## config.mk

```make
export PLATFORM = sky130hd
export DESIGN_NAME = id_rf_read_sched_flat
export DESIGN_NICKNAME = d
export VERILOG_FILES = /design/src/rtl/id_rf_read_sched_if.sv /design/src/rtl/id_rf_read_sched.sv /design/src/flat_wrapper.sv
export SDC_FILE = /design/constraint.sdc
export NUM_CORES = 1
export LEC_CHECK = 0
export CORE_ASPECT_RATIO = 0.75
export CORE_MARGIN = 2
export CORE_UTILIZATION = 42
export CTS_CLUSTER_DIAMETER = 60
export DETAILED_ROUTE_END_ITERATION = 10
export PLACE_DENSITY = 0.87
export SYNTH_ARGS = -nofsm -noshare
export SYNTH_HDL_FRONTEND = slang
export SYNTH_SLANG_ARGS = --single-unit
```

## constraint.sdc

```tcl
create_clock -name clk -period 2.6 [get_ports clk]
set_input_delay 0.26 -clock clk [delete_from_list [all_inputs] [get_ports clk]]
set_output_delay 0.26 -clock clk [all_outputs]
set_load 0.01 [all_outputs]
```

## src/rtl/id_rf_read_sched_if.sv

```systemverilog
// ID-side bus of the register-file read scheduler: the operand-read
// request, the operand response and the stall to the pipeline controller.
interface id_rf_read_sched_if #(
    parameter int ADDR_W = 5,
    parameter int DATA_W = 32
);
    logic              req_valid_i;
    logic              req_ready_o;
    logic              reg1_re_i;
    logic [ADDR_W-1:0] reg1_raddr_i;
    logic              reg2_re_i;
    logic [ADDR_W-1:0] reg2_raddr_i;
    logic              rsp_valid_o;
    logic [DATA_W-1:0] reg1_rdata_o;
    logic [DATA_W-1:0] reg2_rdata_o;
    logic              stall_o;

    // ID decoder side: issues requests, consumes operands
    modport master (
        output req_valid_i, reg1_re_i, reg1_raddr_i, reg2_re_i, reg2_raddr_i,
        input  req_ready_o, rsp_valid_o, reg1_rdata_o, reg2_rdata_o, stall_o
    );

    // Scheduler side
    modport slave (
        input  req_valid_i, reg1_re_i, reg1_raddr_i, reg2_re_i, reg2_raddr_i,
        output req_ready_o, rsp_valid_o, reg1_rdata_o, reg2_rdata_o, stall_o
    );
endinterface

```

## src/rtl/id_rf_read_sched.sv

```systemverilog
// Register-file read scheduler: serializes up to two operand reads onto a
// single read port, skips x0 and duplicate reads, forwards same-cycle
// writeback data and returns both operands with a one-cycle response pulse.
module id_rf_read_sched #(
    parameter int ADDR_W = 5,
    parameter int DATA_W = 32
) (
    input  logic                 clk,
    input  logic                 rst,
    input  logic                 flush_i,
    id_rf_read_sched_if.slave    id_if,
    output logic                 rf_re_o,
    output logic [ADDR_W-1:0]    rf_raddr_o,
    input  logic [DATA_W-1:0]    rf_rdata_i,
    input  logic                 wb_we_i,
    input  logic [ADDR_W-1:0]    wb_waddr_i,
    input  logic [DATA_W-1:0]    wb_wdata_i
);

    typedef enum logic [1:0] {
        ST_IDLE = 2'd0,
        ST_RD1  = 2'd1,
        ST_RD2  = 2'd2,
        ST_RSP  = 2'd3
    } state_t;

    localparam logic [ADDR_W-1:0] ADDR_ZERO = {ADDR_W{1'b0}};
    localparam logic [DATA_W-1:0] DATA_ZERO = {DATA_W{1'b0}};

    // Operand 1 needs the port unless disabled or x0
    function automatic logic need1(input logic re1, input logic [ADDR_W-1:0] a1);
        return re1 && (a1 != ADDR_ZERO);
    endfunction

    // Operand 2 needs the port unless disabled, x0 or already read as operand 1
    function automatic logic need2(input logic re1, input logic [ADDR_W-1:0] a1,
                                   input logic re2, input logic [ADDR_W-1:0] a2);
        return re2 && (a2 != ADDR_ZERO) && !(need1(re1, a1) && (a2 == a1));
    endfunction

    // Operand 2 is a copy of operand 1's port read
    function automatic logic dup2(input logic re1, input logic [ADDR_W-1:0] a1,
                                  input logic re2, input logic [ADDR_W-1:0] a2);
        return need1(re1, a1) && re2 && (a2 == a1);
    endfunction

    state_t            state_q, state_d;
    logic              re1_q, re1_d, re2_q, re2_d;
    logic [ADDR_W-1:0] a1_q, a1_d, a2_q, a2_d;
    logic [DATA_W-1:0] op1_q, op1_d, op2_q, op2_d;
    logic [DATA_W-1:0] cap1_s, cap2_s;
    logic              fwd1_s, fwd2_s, wb_fwd_s, accept_s;
    logic              in_n1_s, in_n2_s, q_n2_s, q_dup_s;

    assign accept_s = (state_q == ST_IDLE) && id_if.req_valid_i && !flush_i;
    assign in_n1_s  = need1(id_if.reg1_re_i, id_if.reg1_raddr_i);
    assign in_n2_s  = need2(id_if.reg1_re_i, id_if.reg1_raddr_i,
                            id_if.reg2_re_i, id_if.reg2_raddr_i);
    assign q_n2_s   = need2(re1_q, a1_q, re2_q, a2_q);
    assign q_dup_s  = dup2(re1_q, a1_q, re2_q, a2_q);
    assign wb_fwd_s = wb_we_i && (wb_waddr_i != ADDR_ZERO);

    // Next-state logic; flush always returns to IDLE
    always_comb begin
        state_d = state_q;
        case (state_q)
            ST_IDLE: begin
                if (accept_s) begin
                    state_d = in_n1_s ? ST_RD1 : (in_n2_s ? ST_RD2 : ST_RSP);
                end else begin
                    state_d = ST_IDLE;
                end
            end
            ST_RD1:  state_d = flush_i ? ST_IDLE : (q_n2_s ? ST_RD2 : ST_RSP);
            ST_RD2:  state_d = flush_i ? ST_IDLE : ST_RSP;
            ST_RSP:  state_d = ST_IDLE;
            default: state_d = ST_IDLE;
        endcase
    end

    // Request latch and operand capture with writeback forwarding over port data
    always_comb begin
        re1_d  = re1_q;
        re2_d  = re2_q;
        a1_d   = a1_q;
        a2_d   = a2_q;
        op1_d  = op1_q;
        op2_d  = op2_q;
        cap1_s = op1_q;
        cap2_s = op2_q;
        fwd1_s = 1'b0;
        fwd2_s = 1'b0;
        case (state_q)
            ST_RD1: begin
                cap1_s = rf_rdata_i;
                cap2_s = q_dup_s ? rf_rdata_i : op2_q;
                fwd1_s = wb_fwd_s && re1_q && (wb_waddr_i == a1_q);
                fwd2_s = wb_fwd_s && re2_q && (wb_waddr_i == a2_q);
            end
            ST_RD2: begin
                cap2_s = rf_rdata_i;
                fwd1_s = wb_fwd_s && re1_q && (wb_waddr_i == a1_q);
                fwd2_s = wb_fwd_s && re2_q && (wb_waddr_i == a2_q);
            end
            default: begin
                cap1_s = op1_q;
                cap2_s = op2_q;
            end
        endcase
        if (flush_i) begin
            op1_d = op1_q;
            op2_d = op2_q;
        end else if (accept_s) begin
            re1_d = id_if.reg1_re_i;
            re2_d = id_if.reg2_re_i;
            a1_d  = id_if.reg1_raddr_i;
            a2_d  = id_if.reg2_raddr_i;
            op1_d = DATA_ZERO;
            op2_d = DATA_ZERO;
        end else begin
            op1_d = fwd1_s ? wb_wdata_i : cap1_s;
            op2_d = fwd2_s ? wb_wdata_i : cap2_s;
        end
    end

    // Register-file port drive, decoded from the state
    always_comb begin
        rf_re_o    = 1'b0;
        rf_raddr_o = ADDR_ZERO;
        case (state_q)
            ST_RD1: begin
                rf_re_o    = 1'b1;
                rf_raddr_o = a1_q;
            end
            ST_RD2: begin
                rf_re_o    = 1'b1;
                rf_raddr_o = a2_q;
            end
            default: begin
                rf_re_o    = 1'b0;
                rf_raddr_o = ADDR_ZERO;
            end
        endcase
    end

    assign id_if.req_ready_o  = (state_q == ST_IDLE);
    assign id_if.rsp_valid_o  = (state_q == ST_RSP) && !flush_i;
    assign id_if.stall_o      = ((state_q == ST_IDLE) && id_if.req_valid_i) ||
                                (state_q == ST_RD1) || (state_q == ST_RD2);
    assign id_if.reg1_rdata_o = op1_q;
    assign id_if.reg2_rdata_o = op2_q;

    // State, request latch and operand registers
    always_ff @(posedge clk or negedge rst) begin
        if (!rst) begin
            state_q <= ST_IDLE;
            re1_q   <= 1'b0;
            re2_q   <= 1'b0;
            a1_q    <= ADDR_ZERO;
            a2_q    <= ADDR_ZERO;
            op1_q   <= DATA_ZERO;
            op2_q   <= DATA_ZERO;
        end else begin
            state_q <= state_d;
            re1_q   <= re1_d;
            re2_q   <= re2_d;
            a1_q    <= a1_d;
            a2_q    <= a2_d;
            op1_q   <= op1_d;
            op2_q   <= op2_d;
        end
    end

endmodule

```

## src/flat_wrapper.sv

```systemverilog
// flat-port wrapper written by rule: the top's interface ports become plain ports
module id_rf_read_sched_flat 
#(
    parameter int ADDR_W = 5,
    parameter int DATA_W = 32
)
  (clk, rst, flush_i, rf_re_o, rf_raddr_o, rf_rdata_i, wb_we_i, wb_waddr_i, wb_wdata_i, id_if_req_valid_i, id_if_reg1_re_i, id_if_reg1_raddr_i, id_if_reg2_re_i, id_if_reg2_raddr_i, id_if_req_ready_o, id_if_rsp_valid_o, id_if_reg1_rdata_o, id_if_reg2_rdata_o, id_if_stall_o);
  id_rf_read_sched_if #(.ADDR_W(ADDR_W), .DATA_W(DATA_W)) id_if_i ();
  input  logic clk;
  input  logic rst;
  input  logic flush_i;
  output logic rf_re_o;
  output logic [ADDR_W-1:0] rf_raddr_o;
  input  logic [DATA_W-1:0] rf_rdata_i;
  input  logic wb_we_i;
  input  logic [ADDR_W-1:0] wb_waddr_i;
  input  logic [DATA_W-1:0] wb_wdata_i;
  input wire logic [$bits(id_if_i.req_valid_i)-1:0] id_if_req_valid_i;
  input wire logic [$bits(id_if_i.reg1_re_i)-1:0] id_if_reg1_re_i;
  input wire logic [$bits(id_if_i.reg1_raddr_i)-1:0] id_if_reg1_raddr_i;
  input wire logic [$bits(id_if_i.reg2_re_i)-1:0] id_if_reg2_re_i;
  input wire logic [$bits(id_if_i.reg2_raddr_i)-1:0] id_if_reg2_raddr_i;
  output wire logic [$bits(id_if_i.req_ready_o)-1:0] id_if_req_ready_o;
  output wire logic [$bits(id_if_i.rsp_valid_o)-1:0] id_if_rsp_valid_o;
  output wire logic [$bits(id_if_i.reg1_rdata_o)-1:0] id_if_reg1_rdata_o;
  output wire logic [$bits(id_if_i.reg2_rdata_o)-1:0] id_if_reg2_rdata_o;
  output wire logic [$bits(id_if_i.stall_o)-1:0] id_if_stall_o;
  assign id_if_i.req_valid_i = id_if_req_valid_i;
  assign id_if_i.reg1_re_i = id_if_reg1_re_i;
  assign id_if_i.reg1_raddr_i = id_if_reg1_raddr_i;
  assign id_if_i.reg2_re_i = id_if_reg2_re_i;
  assign id_if_i.reg2_raddr_i = id_if_reg2_raddr_i;
  assign id_if_req_ready_o = id_if_i.req_ready_o;
  assign id_if_rsp_valid_o = id_if_i.rsp_valid_o;
  assign id_if_reg1_rdata_o = id_if_i.reg1_rdata_o;
  assign id_if_reg2_rdata_o = id_if_i.reg2_rdata_o;
  assign id_if_stall_o = id_if_i.stall_o;
  id_rf_read_sched #(.ADDR_W(ADDR_W), .DATA_W(DATA_W)) u_core (.clk(clk), .rst(rst), .flush_i(flush_i), .id_if(id_if_i), .rf_re_o(rf_re_o), .rf_raddr_o(rf_raddr_o), .rf_rdata_i(rf_rdata_i), .wb_we_i(wb_we_i), .wb_waddr_i(wb_waddr_i), .wb_wdata_i(wb_wdata_i));
endmodule
```

==> reports/qor.csv, run 1 <==
stage;metric;value;unit
min_path;hp-class;in2async;
place;port_buffers;158;
logic_synthesis;syn_inst;419;
cts;post_cts_resized;0;
logic_synthesis;synth_area;4534;um2
worst_setup_path;crit_chain;inv_1 -> ha_1 -> buf_4 -> a22oi_1 -> nor2b_1 -> clkdlybuf4s50_1;
logic_synthesis;ys_seq_area_share;43.05;%
routing;antenna_left;0;
cts;numCtsBuffers;9;
place;hpwlAfterDp;9886;um
routing;drt_iter0_drc;301;
power;p_per_area;784.2;nW/um2
die;ioPinCount;159;
power;p_switching;1593;uW
sta;grt_setup_unrepaired;no;
sta;final.min_clock_period;2.354;ns
power;p_seq_share;35.7;%
routing;vias;4128;
power;power;5214;uW
routing;drc;0;
worst_setup_path;cp-end-kind;primary output;
global_routing;grt_pass1_vias;4355;
layout;final_cells;714;
layout;area_growth_syn_to_layout;46.63;%
cts;clockBufferDepth;2;
layout;drive_gt1_share;15.57;%
status;status;finished clean;
logic_synthesis;yosys_warnings;0;
worst_setup_path;max_stage_delay;0.56;ns
layout;fin_nets;664;
sta;fin_skew;0.004908;ns
die;rows;32;
cts;postCtsSetupRepairBufs;0;
power;clkPwrFrac;26.2;%
run;drv_cap;0;
sta;timing.fmax;0.4248;GHz
cts;clkSinkCount;78;
routing;dr.pass1.iters;5;
routing;wirelength;14310;um
power;ir_drop;0.4603;mV
sta;fin_setup_tns;0;ns
worst_setup_path;cp_max_fo;14;
die;start_util;43.56;%
worst_setup_path;cp-start-kind;flip-flop;
die;dieArea;11650;um2
sta;whs;0.08546;ns
layout;diodes;0;
sta;setup_viol;0;
logic_synthesis;ys_ff_latch;78;
global_routing;use_met3;5.947;%
cts;htreeDepth;3;
power;sw_frac_of_total;30.55;%
global_routing;grt_pass1_wl;22560;um
cts;clk_pin_slew;0.06;ns
place;gp_congestion;0.9397;
global_routing;use_met1;33.71;%
routing;routed_via_density;5.782;
cts;ctsHoldBuffers;0;
cts;insertion_delay;0.34;ns
global_routing;globalRoute.busiestLayer;met2;
cts;cts_tree;built;
power;p_comb_share;38.1;%
sta;post-route-period-util;90.54;%
sta;relSlewSlack;32.94;%
worst_setup_path;cp.required;2.34;ns
global_routing;grt_max_degree;79;
sta;finalHoldViolations;0;
die;core;10410;um2
global_routing;grt.overflow.total;0;
logic_synthesis;syn_nets;510;
worst_setup_path;crit_type;reg2out;
logic_synthesis;syn_area_per_cell;10.82;um2
worst_setup_path;cp_data_arrival_time;2.09;ns
global_routing;grtUsageMet2;39.79;%
power;p_int;3621;uW
sta;slew_violations;0;
global_routing;antenna_found_initial;0;
die;die_h;93.99;um
die;die_x;124.0;um
routing;wl_per_cell;20.04;um
sta;worst_slew_pin_slew;1.006;ns
place;placed_cells;698;
logic_synthesis;synth.distinct_cells;40;
cts;cts_root_buf;clkbuf_16;
power;p_leak;0.002536;uW
worst_setup_path;cpMaxStageDelayCell;clkdlybuf4s50_1;
global_routing;grt_util_all_layers;25.23;%
==> worst max-delay path: cells and delay by family, from the launching register on <==
family / cells / cell delay (ns)
AO/OA/AOI/OAI: 1 / 0.09
adder cells (fa/ha/maj): 1 / 0.23
buffers and inverters: 3 / 0.90
flip-flops: 1 / 0.40
AND/OR/NAND/NOR: 1 / 0.15
==> sequential cells by signal, summed over array words and instances (netlist names) <==
register / count
u_core.a1_q: 5
u_core.a2_q: 5
u_core.id_if.reg1_rdata_o: 32
u_core.re2_q: 1
u_core.state_q: 2
u_core.re1_q: 1
u_core.id_if.reg2_rdata_o: 32
==> stage by stage <==
stage	setup WS (ns)	instance area, um2	util (%)
CTS	0.2348	6649	63.87
floorplan	0.3762	4534	-
global route	0.1395	6649	63.87
detailed placement	0.1055	6325	60.76
global placement	0.1451	6325	60.76
finish	0.2460	6649	63.87
==> path summary, 6_finish.rpt <==
| path | start | to | slack, ns | cells past startpoint |
|---|---|---|---|---|
| max | u_core.state_q[1] | rf_raddr_o[0] | 0.25 | 6 |
| min | rst | u_core.a1_q[0] | 0.09 | 1 |
| max reg2reg | u_core.state_q[0] | u_core.id_if.reg2_rdata_o[17] | 0.28 | 8 |
| min reg2reg | u_core.id_if.reg1_rdata_o[7] | u_core.id_if.reg1_rdata_o[7] | 0.49 | 1 |
| max in group asynchronous | rst | u_core.id_if.reg1_rdata_o[26] | 1.85 | 1 |
| min in group clk | u_core.id_if.reg1_rdata_o[7] | u_core.id_if.reg1_rdata_o[7] | 0.49 | 1 |
==> Yosys cell counts <==
cell / number / share of area, %
and2_1: 33 / 4.6
nor2b_1: 6 / 0.83
o211ai_1: 1 / 0.17
a21oi_1: 33 / 3.6
nor4_1: 1 / 0.14
nand2_1: 5 / 0.41
nand4b_1: 1 / 0.19
a22oi_1: 5 / 0.83
nand4_1: 3 / 0.41
o2111ai_1: 2 / 0.39
a31o_2: 1 / 0.19
buf_2: 6 / 0.66
buf_1: 6 / 0.50
clkbuf_1: 19 / 1.6
or2_2: 1 / 0.14
nor3_2: 1 / 0.22
nor2_1: 2 / 0.17
o2bb2ai_1: 32 / 6.2
o21ai_0: 34 / 3.8
o21ai_1: 1 / 0.11
and4_1: 1 / 0.19
a31oi_4: 1 / 0.47
buf_6: 3 / 0.74
or4_4: 1 / 0.25
nand2b_1: 2 / 0.28
nor3_1: 2 / 0.22
or4_1: 3 / 0.50
nand2_2: 1 / 0.14
mux2_4: 30 / 9.9
xnor2_1: 11 / 2.1
a32o_1: 1 / 0.22
mux2i_1: 32 / 7.1
xor2_1: 3 / 0.58
mux2_2: 14 / 3.5
nand3_1: 33 / 3.6
o21bai_1: 1 / 0.17
dfrtp_1: 78 / 43
inv_1: 3 / 0.25
o2111a_2: 1 / 0.28
ha_1: 5 / 1.4
==> power groups by stage <==
stage	Clock, uW	Combinational (uW)	Sequential (uW)
after floorplan	0	827	1930
after global placement	0	1930	1860
after detailed placement	0	1980	1860
after CTS	1390	2000	1850
after global routing	1440	2110	1900
final	1370	1990	1860
==> placed cells by master, fill, tap and decap left out, drive strengths merged, types with 3 or more instances in the layout <==
cell	count
o21ai	35
xor2	3
a22oi	5
mux2i	32
and2	33
nor2b	6
nand2	6
ha	5
a21oi	33
buf	20
nand3	33
clkbuf	10
inv	3
clkdlybuf4s50	157
or4	4
xnor2	11
dfrtp	78
nor3	3
nand4	3
mux2	44
o2bb2ai	32
==> metal layers <==
| layer | vias up | wire (um) |
|---|---|---|
| met2 | 203 | 6640 |
| met5 | - | 0 |
| met1 | 2043 | 6303 |
| met3 | 32 | 1006 |
| met4 | 0 | 355 |
| li1 | 1850 | - |
==> logic make-up (layout without fill, tap and decap cells) <==
logic type | count (synthesis) | count (layout) | synth area share, %
AO/OA/AOI/OAI | 113 | 113 | 16.39
AND/OR/NAND/NOR | 96 | 96 | 12.28
flip-flops | 78 | 78 | 43.05
multiplexers | 76 | 76 | 20.47
buffers and inverters | 37 | 196 | 3.725
XOR/XNOR | 14 | 14 | 2.704
adder cells (fa/ha/maj) | 5 | 5 | 1.380
==> area by class of cell <==
type	instances	area, um2
Sequential cell	78	1952
Timing Repair Buffer	177	1747
Clock inverter	6	85.08
Clock buffer	10	239.0
Inverter	3	11.26
Tap cell	136	170.2
Multi-Input combinational cell	304	2445
Fill cell	811	3761
(Power assumes the default switching activity.)
==> run 2: changes to the inputs <==
CORE_UTILIZATION = 31   (was 42)
PLACE_DENSITY = 0.71   (was 0.87)
==> run 2 against run 1 <==
Register-to-register slack improved by 0.02 ns. Hold slack improved by 0.015 ns. Setup slack improved by 0.052 ns. Sequential share of layout area decreased by 0.33 points. Cell area increased by 1.1%. Cell count increased by 9.1%. Flip-flop and latch count unchanged. Critical path type is now reg2reg. Largest power group unchanged.
==> reports/qor.csv, run 2 (same netlist as run 1, synthesis figures left out) <==
stage;metric;value;unit
run;drv_cap;0;
layout;fill_cells;1338;
routing;wirelength;14960;um
die;core;14360;um2
global_routing;grt_util_all_layers;19.16;%
cts;clkSinkCount;78;
routing;drt_iter0_drc;290;
sta;relSlewSlack;31.77;%
routing;routed_via_density;5.178;
sta;fin_skew;0.009374;ns
die;die_x;143.7;um
global_routing;antenna_found_initial;0;
worst_setup_path;cp_data_arrival_time;2.51;ns
cts;htreeDepth;3;
layout;final_cells;779;
worst_setup_path;cp-start-kind;flip-flop;
power;p_switching;1615;uW
cts;cts_tree;built;
layout;drive_gt1_share;15.72;%
cts;post_cts_resized;0;
power;p_comb_share;37.7;%
cts;postCtsSetupRepairBufs;0;
worst_setup_path;crit_type;reg2reg;
routing;drc;0;
power;p_per_area;779.1;nW/um2
layout;diodes;0;
worst_setup_path;critPathTopFamily;compound AO/OA/AOI/OAI gates;
power;p_seq_share;35.5;%
sta;timing.fmax;0.4345;GHz
routing;vias;4034;
die;dieArea;15620;um2
cts;clk_pin_slew;0.07;ns
sta;fin_setup_tns;0;ns
die;start_util;31.58;%
sta;setup_viol;0;
min_path;hp-class;in2async;
sta;layout_setup_ws;0.2985;ns
place;pre_cts_slack;0.1435;ns
layout;fin_nets;665;
worst_setup_path;cp.required;2.81;ns
layout;final_common_cell;clkdlybuf4s50_1;
global_routing;grt_pass1_wl;23290;um
place;placed_cells;763;
status;status;finished clean;
die;ioPinCount;159;
routing;antenna_left;0;
worst_setup_path;max_stage_delay;0.37;ns
cts;cts_root_buf;clkbuf_16;
cts;ctsHoldBuffers;0;
global_routing;grt_pass1_vias;4108;
sta;slew_violations;0;
cts;insertion_delay;0.33;ns
worst_setup_path;cp-end-kind;flip-flop;
worst_setup_path;cp_max_fo;14;
sta;grt_setup_unrepaired;no;
power;p_leak;0.002539;uW
power;clkPwrFrac;26.8;%
worst_setup_path;crit_chain;inv_1 -> ha_1 -> and2_1 -> o2111a_2 -> nand2_2 -> a31oi_4 -> buf_4 -> mux2_4;
sta;finalHoldViolations;0;
global_routing;grt_max_degree;79;
sta;final.min_clock_period;2.302;ns
power;sw_frac_of_total;30.82;%
sta;worst_slew_pin_slew;1.023;ns
die;die_h;108.7;um
routing;wl_per_cell;19.20;um
die;rows;38;
place;hpwlAfterDp;10500;um
sta;post-route-period-util;88.52;%
place;gp_congestion;0.8976;
place;port_buffers;158;
cts;clockBufferDepth;2;
worst_setup_path;path_buf_inv;2;
power;p_int;3625;uW
layout;area_growth_syn_to_layout;48.32;%
worst_setup_path;cpMaxStageDelayCell;dfrtp_1;
power;ir_drop;0.3094;mV
global_routing;grt.overflow.total;0;
layout;layout_common_cells;clkdlybuf4s50_1, dfrtp_1, o21ai_0;
cts;numCtsBuffers;9;
routing;dr.pass1.iters;4;
-- run 2: final timing paths --
kind	from	endpoint	slack (ns)	depth (start not counted)
min in group clk	u_core.id_if.reg1_rdata_o[4]	u_core.id_if.reg1_rdata_o[4]	0.49	1
max reg2reg	u_core.state_q[1]	u_core.id_if.reg2_rdata_o[15]	0.30	8
max in group asynchronous	rst	u_core.id_if.reg2_rdata_o[18]	1.84	1
max	u_core.state_q[1]	u_core.id_if.reg2_rdata_o[15]	0.30	8
min reg2reg	u_core.id_if.reg1_rdata_o[4]	u_core.id_if.reg1_rdata_o[4]	0.49	1
min	rst	u_core.a2_q[3]	0.10	1
-- run 2: worst reg2reg max path: cells and delay by family, from the launching register on --
| kind | cells | cell delay [ns] |
|---|---|---|
| adder cells (fa/ha/maj) | 1 | 0.30 |
| multiplexers | 1 | 0.34 |
| AO/OA/AOI/OAI | 2 | 0.48 |
| flip-flops | 1 | 0.37 |
| buffers and inverters | 2 | 0.41 |
| AND/OR/NAND/NOR | 2 | 0.27 |
-- run 2: power by group through the flow --
stage | registers (uW) | clock network, uW | logic (uW)
finish | 1860 | 1400 | 1980
detailed placement | 1860 | 0 | 1970
floorplan | 1930 | 0 | 827
global route | 1900 | 1490 | 2110
CTS | 1860 | 1440 | 1990
global placement | 1880 | 0 | 1940
-- run 2: metal layers --
metal | up-vias | global-route usage, % | wire (um)
met5 | - | 0 | 0
met4 | 0 | 3.782 | 79
met3 | 11 | 5.314 | 1096
met2 | 165 | 29.80 | 6818
met1 | 2012 | 26.88 | 6966
li1 | 1846 | - | -
-- run 2: metrics by stage --
step | hold slack (ns) | power, uW | area [um2] | util [%]
floorplan | -0.03559 | 2755 | 4534 | -
global placement | 0.4770 | 3815 | 6392 | 44.52
detailed placement | 0.4769 | 3837 | 6392 | 44.52
CTS | 0.1456 | 5287 | 6725 | 46.84
global route | 0.1845 | 5507 | 6725 | 46.84
finish | 0.1005 | 5240 | 6725 | 46.84
-- run 2: layout make-up --
cell class	count	area, um2	area share (%)
Clock buffer	10	239.0	3.553
Clock inverter	6	93.84	1.395
Inverter	3	11.26	0.1674
Multi-Input combinational cell	304	2437	36.24
Sequential cell	78	1952	29.02
Tap cell	200	250.2	3.721
Timing Repair Buffer	178	1742	25.90
==> run 3: changes to the inputs <==
GPL_TIMING_DRIVEN = 0   (was unset)
==> run 3 against run 2 <==
Flip-flop and latch count stayed put. Hold slack better by 0.33 ns. Clock power hardly changed. Critical path type unchanged.
==> reports/qor.csv, run 3 (same netlist as run 1, synthesis figures left out) <==
stage;metric;value;unit
global_routing;grt_pass1_vias;4070;
worst_setup_path;r2r_start;u_core.state_q[0];
sta;finalHoldViolations;0;
routing;dr.pass1.iters;5;
place;hpwlAfterDp;11180;um
die;dieArea;15620;um2
routing;drt_iter0_drc;264;
sta;setup_viol;0;
global_routing;use_met3;4.304;%
worst_setup_path;r2r_end;u_core.id_if.reg2_rdata_o[30];
sta;relSlewSlack;63.42;%
sta;worst_slew_pin_slew;0.5457;ns
routing;antenna_left;0;
layout;diodes;0;
global_routing;globalRoute.busiestLayer;met2;
routing;drc;0;
global_routing;grt_util_all_layers;19.08;%
layout;final_common_cell;clkdlybuf4s50_1;
run;drv_cap;0;
sta;timing.fmax;0.4055;GHz
layout;layout_common_cells;clkdlybuf4s50_1, dfrtp_1, o21ai_0;
place;placed_cells;778;
sta;slew_violations;0;
routing;wl_per_cell;18.68;um
layout;drive_gt1_share;14.88;%
cts;numCtsBuffers;9;
global_routing;grt.overflow.total;0;
sta;grt_setup_unrepaired;no;
global_routing;grtUsageMet2;30.37;%
place;placed_area;6384;um2
global_routing;antenna_found_initial;0;
cts;cts_tree;built;
place;gp_congestion;0.9233;
global_routing;grt_max_degree;44;
global_routing;use_met1;26.67;%
power;ir_drop;0.4557;mV
power;p_leak;0.002546;uW
routing;wirelength;14910;um
sta;fin_skew;0.006773;ns
place;pre_cts_slack;-0.2848;ns
worst_setup_path;cp.required;2.82;ns
power;p_per_area;768.4;nW/um2
routing;routed_via_density;5.098;
worst_setup_path;r2r_cells;8;
place;port_buffers;158;
cts;clkSinkCount;78;
sta;post-route-period-util;94.85;%
worst_setup_path;crit_type;reg2reg;
layout;area_growth_syn_to_layout;48.98;%
layout;final_cells;798;
layout;postLayoutCellArea;6755;um2
worst_setup_path;cp-end-kind;flip-flop;
die;ioPinCount;159;
min_path;hp-class;in2async;
worst_setup_path;cp_max_fo;10;
cts;cts_root_buf;clkbuf_16;
routing;vias;4068;
cts;clk_pin_slew;0.06;ns
status;status;finished clean;
cts;insertion_delay;0.33;ns
worst_setup_path;cp-start-kind;flip-flop;
die;start_util;31.58;%
layout;multiInputGateArea;2422;um2
layout;fill_cells;1311;
layout;fin_nets;684;
worst_setup_path;ff2ff_setup_slack;0.13;ns
die;die_x;143.7;um
cts;clockBufferDepth;2;
die;rows;38;
worst_setup_path;cp_data_arrival_time;2.68;ns
global_routing;grt_pass1_wl;22770;um
sta;fin_setup_tns;0;ns
die;core;14360;um2
sta;final.min_clock_period;2.466;ns
cts;htreeDepth;3;
power;power;5191;uW
layout;register_area;1952;um2
sta;layout_setup_ws;0.1339;ns
die;die_h;108.7;um
==> run 3: cell types whose count changed in the layout (fill, tap and decap cells not counted), moves of 3 or more <==
cell	before	now
buf_4	20	4
clkbuf_1	0	14
buf_2	0	6
clkbuf_2	0	6
buf_1	0	5
buf_6	0	3
==> run 3: layout make-up <==
class                   count  share of cell area (%)
plain buffers              34                   2.445
multi-input cells         304                   35.86
inverters                   3                  0.1667
clock inverters             7                   1.445
clock buffers               9                   3.334
well taps                 200                   3.704
repair buffers            163                   24.15
flip-flops and latches     78                   28.89
==> run 3: layer usage <==
metal | wire length [um] | up-vias | share of wire (%)
li1 | - | 1890 | -
met5 | 0 | - | 0
met2 | 6937 | 161 | 47
met3 | 921 | 10 | 6.2
met4 | 102 | 0 | 0.68
met1 | 6947 | 2007 | 47
==> run 3: power by group <==
part	switching [uW]	total (uW)	internal, uW
registers	276	1840	1560
clock network	535	1380	845
logic	783	1970	1190
==> run 3: through the flow <==
stage / hold WS, ns / util, %
floorplan: -0.03559 / -
global placement: 0.4752 / 44.34
detailed placement: 0.2599 / 44.46
CTS: 0.4420 / 46.87
global route: 0.4905 / 47.05
finish: 0.4282 / 47.05
==> run 3: critical path, cell delays in order (launching register included) <==
cell and delay [ns]:
dfrtp_1 0.38, inv_1 0.09, ha_2 0.42, and2_1 0.24, o2111a_2 0.26, nand2_2 0.07
a31oi_4 0.35, buf_6 0.23, mux2_4 0.32
==> run 3: repair_timing <==
item,CTS,global route
buffers inserted,1,2
resized for setup,1,12
endpoints found under the setup margin,30,68
hold buffers,1,0
endpoints found under the hold margin,35,0
pin swaps,1,2
==> run 3: worst max path at each step <==
stage	from	end	slack, ns	cells past startpoint
floorplan	u_core.state_q[0]	u_core.id_if.reg2_rdata_o[0]	0.38	8
global placement	rst	u_core.id_if.reg2_rdata_o[19]	-1.50	1
detailed placement	wb_waddr_i[0]	u_core.id_if.reg2_rdata_o[24]	-0.28	7
CTS	u_core.state_q[0]	u_core.id_if.reg2_rdata_o[15]	0.004	8
global route	u_core.state_q[1]	u_core.id_if.reg1_rdata_o[19]	0.005	7
finish	u_core.state_q[0]	u_core.id_if.reg2_rdata_o[30]	0.13	8
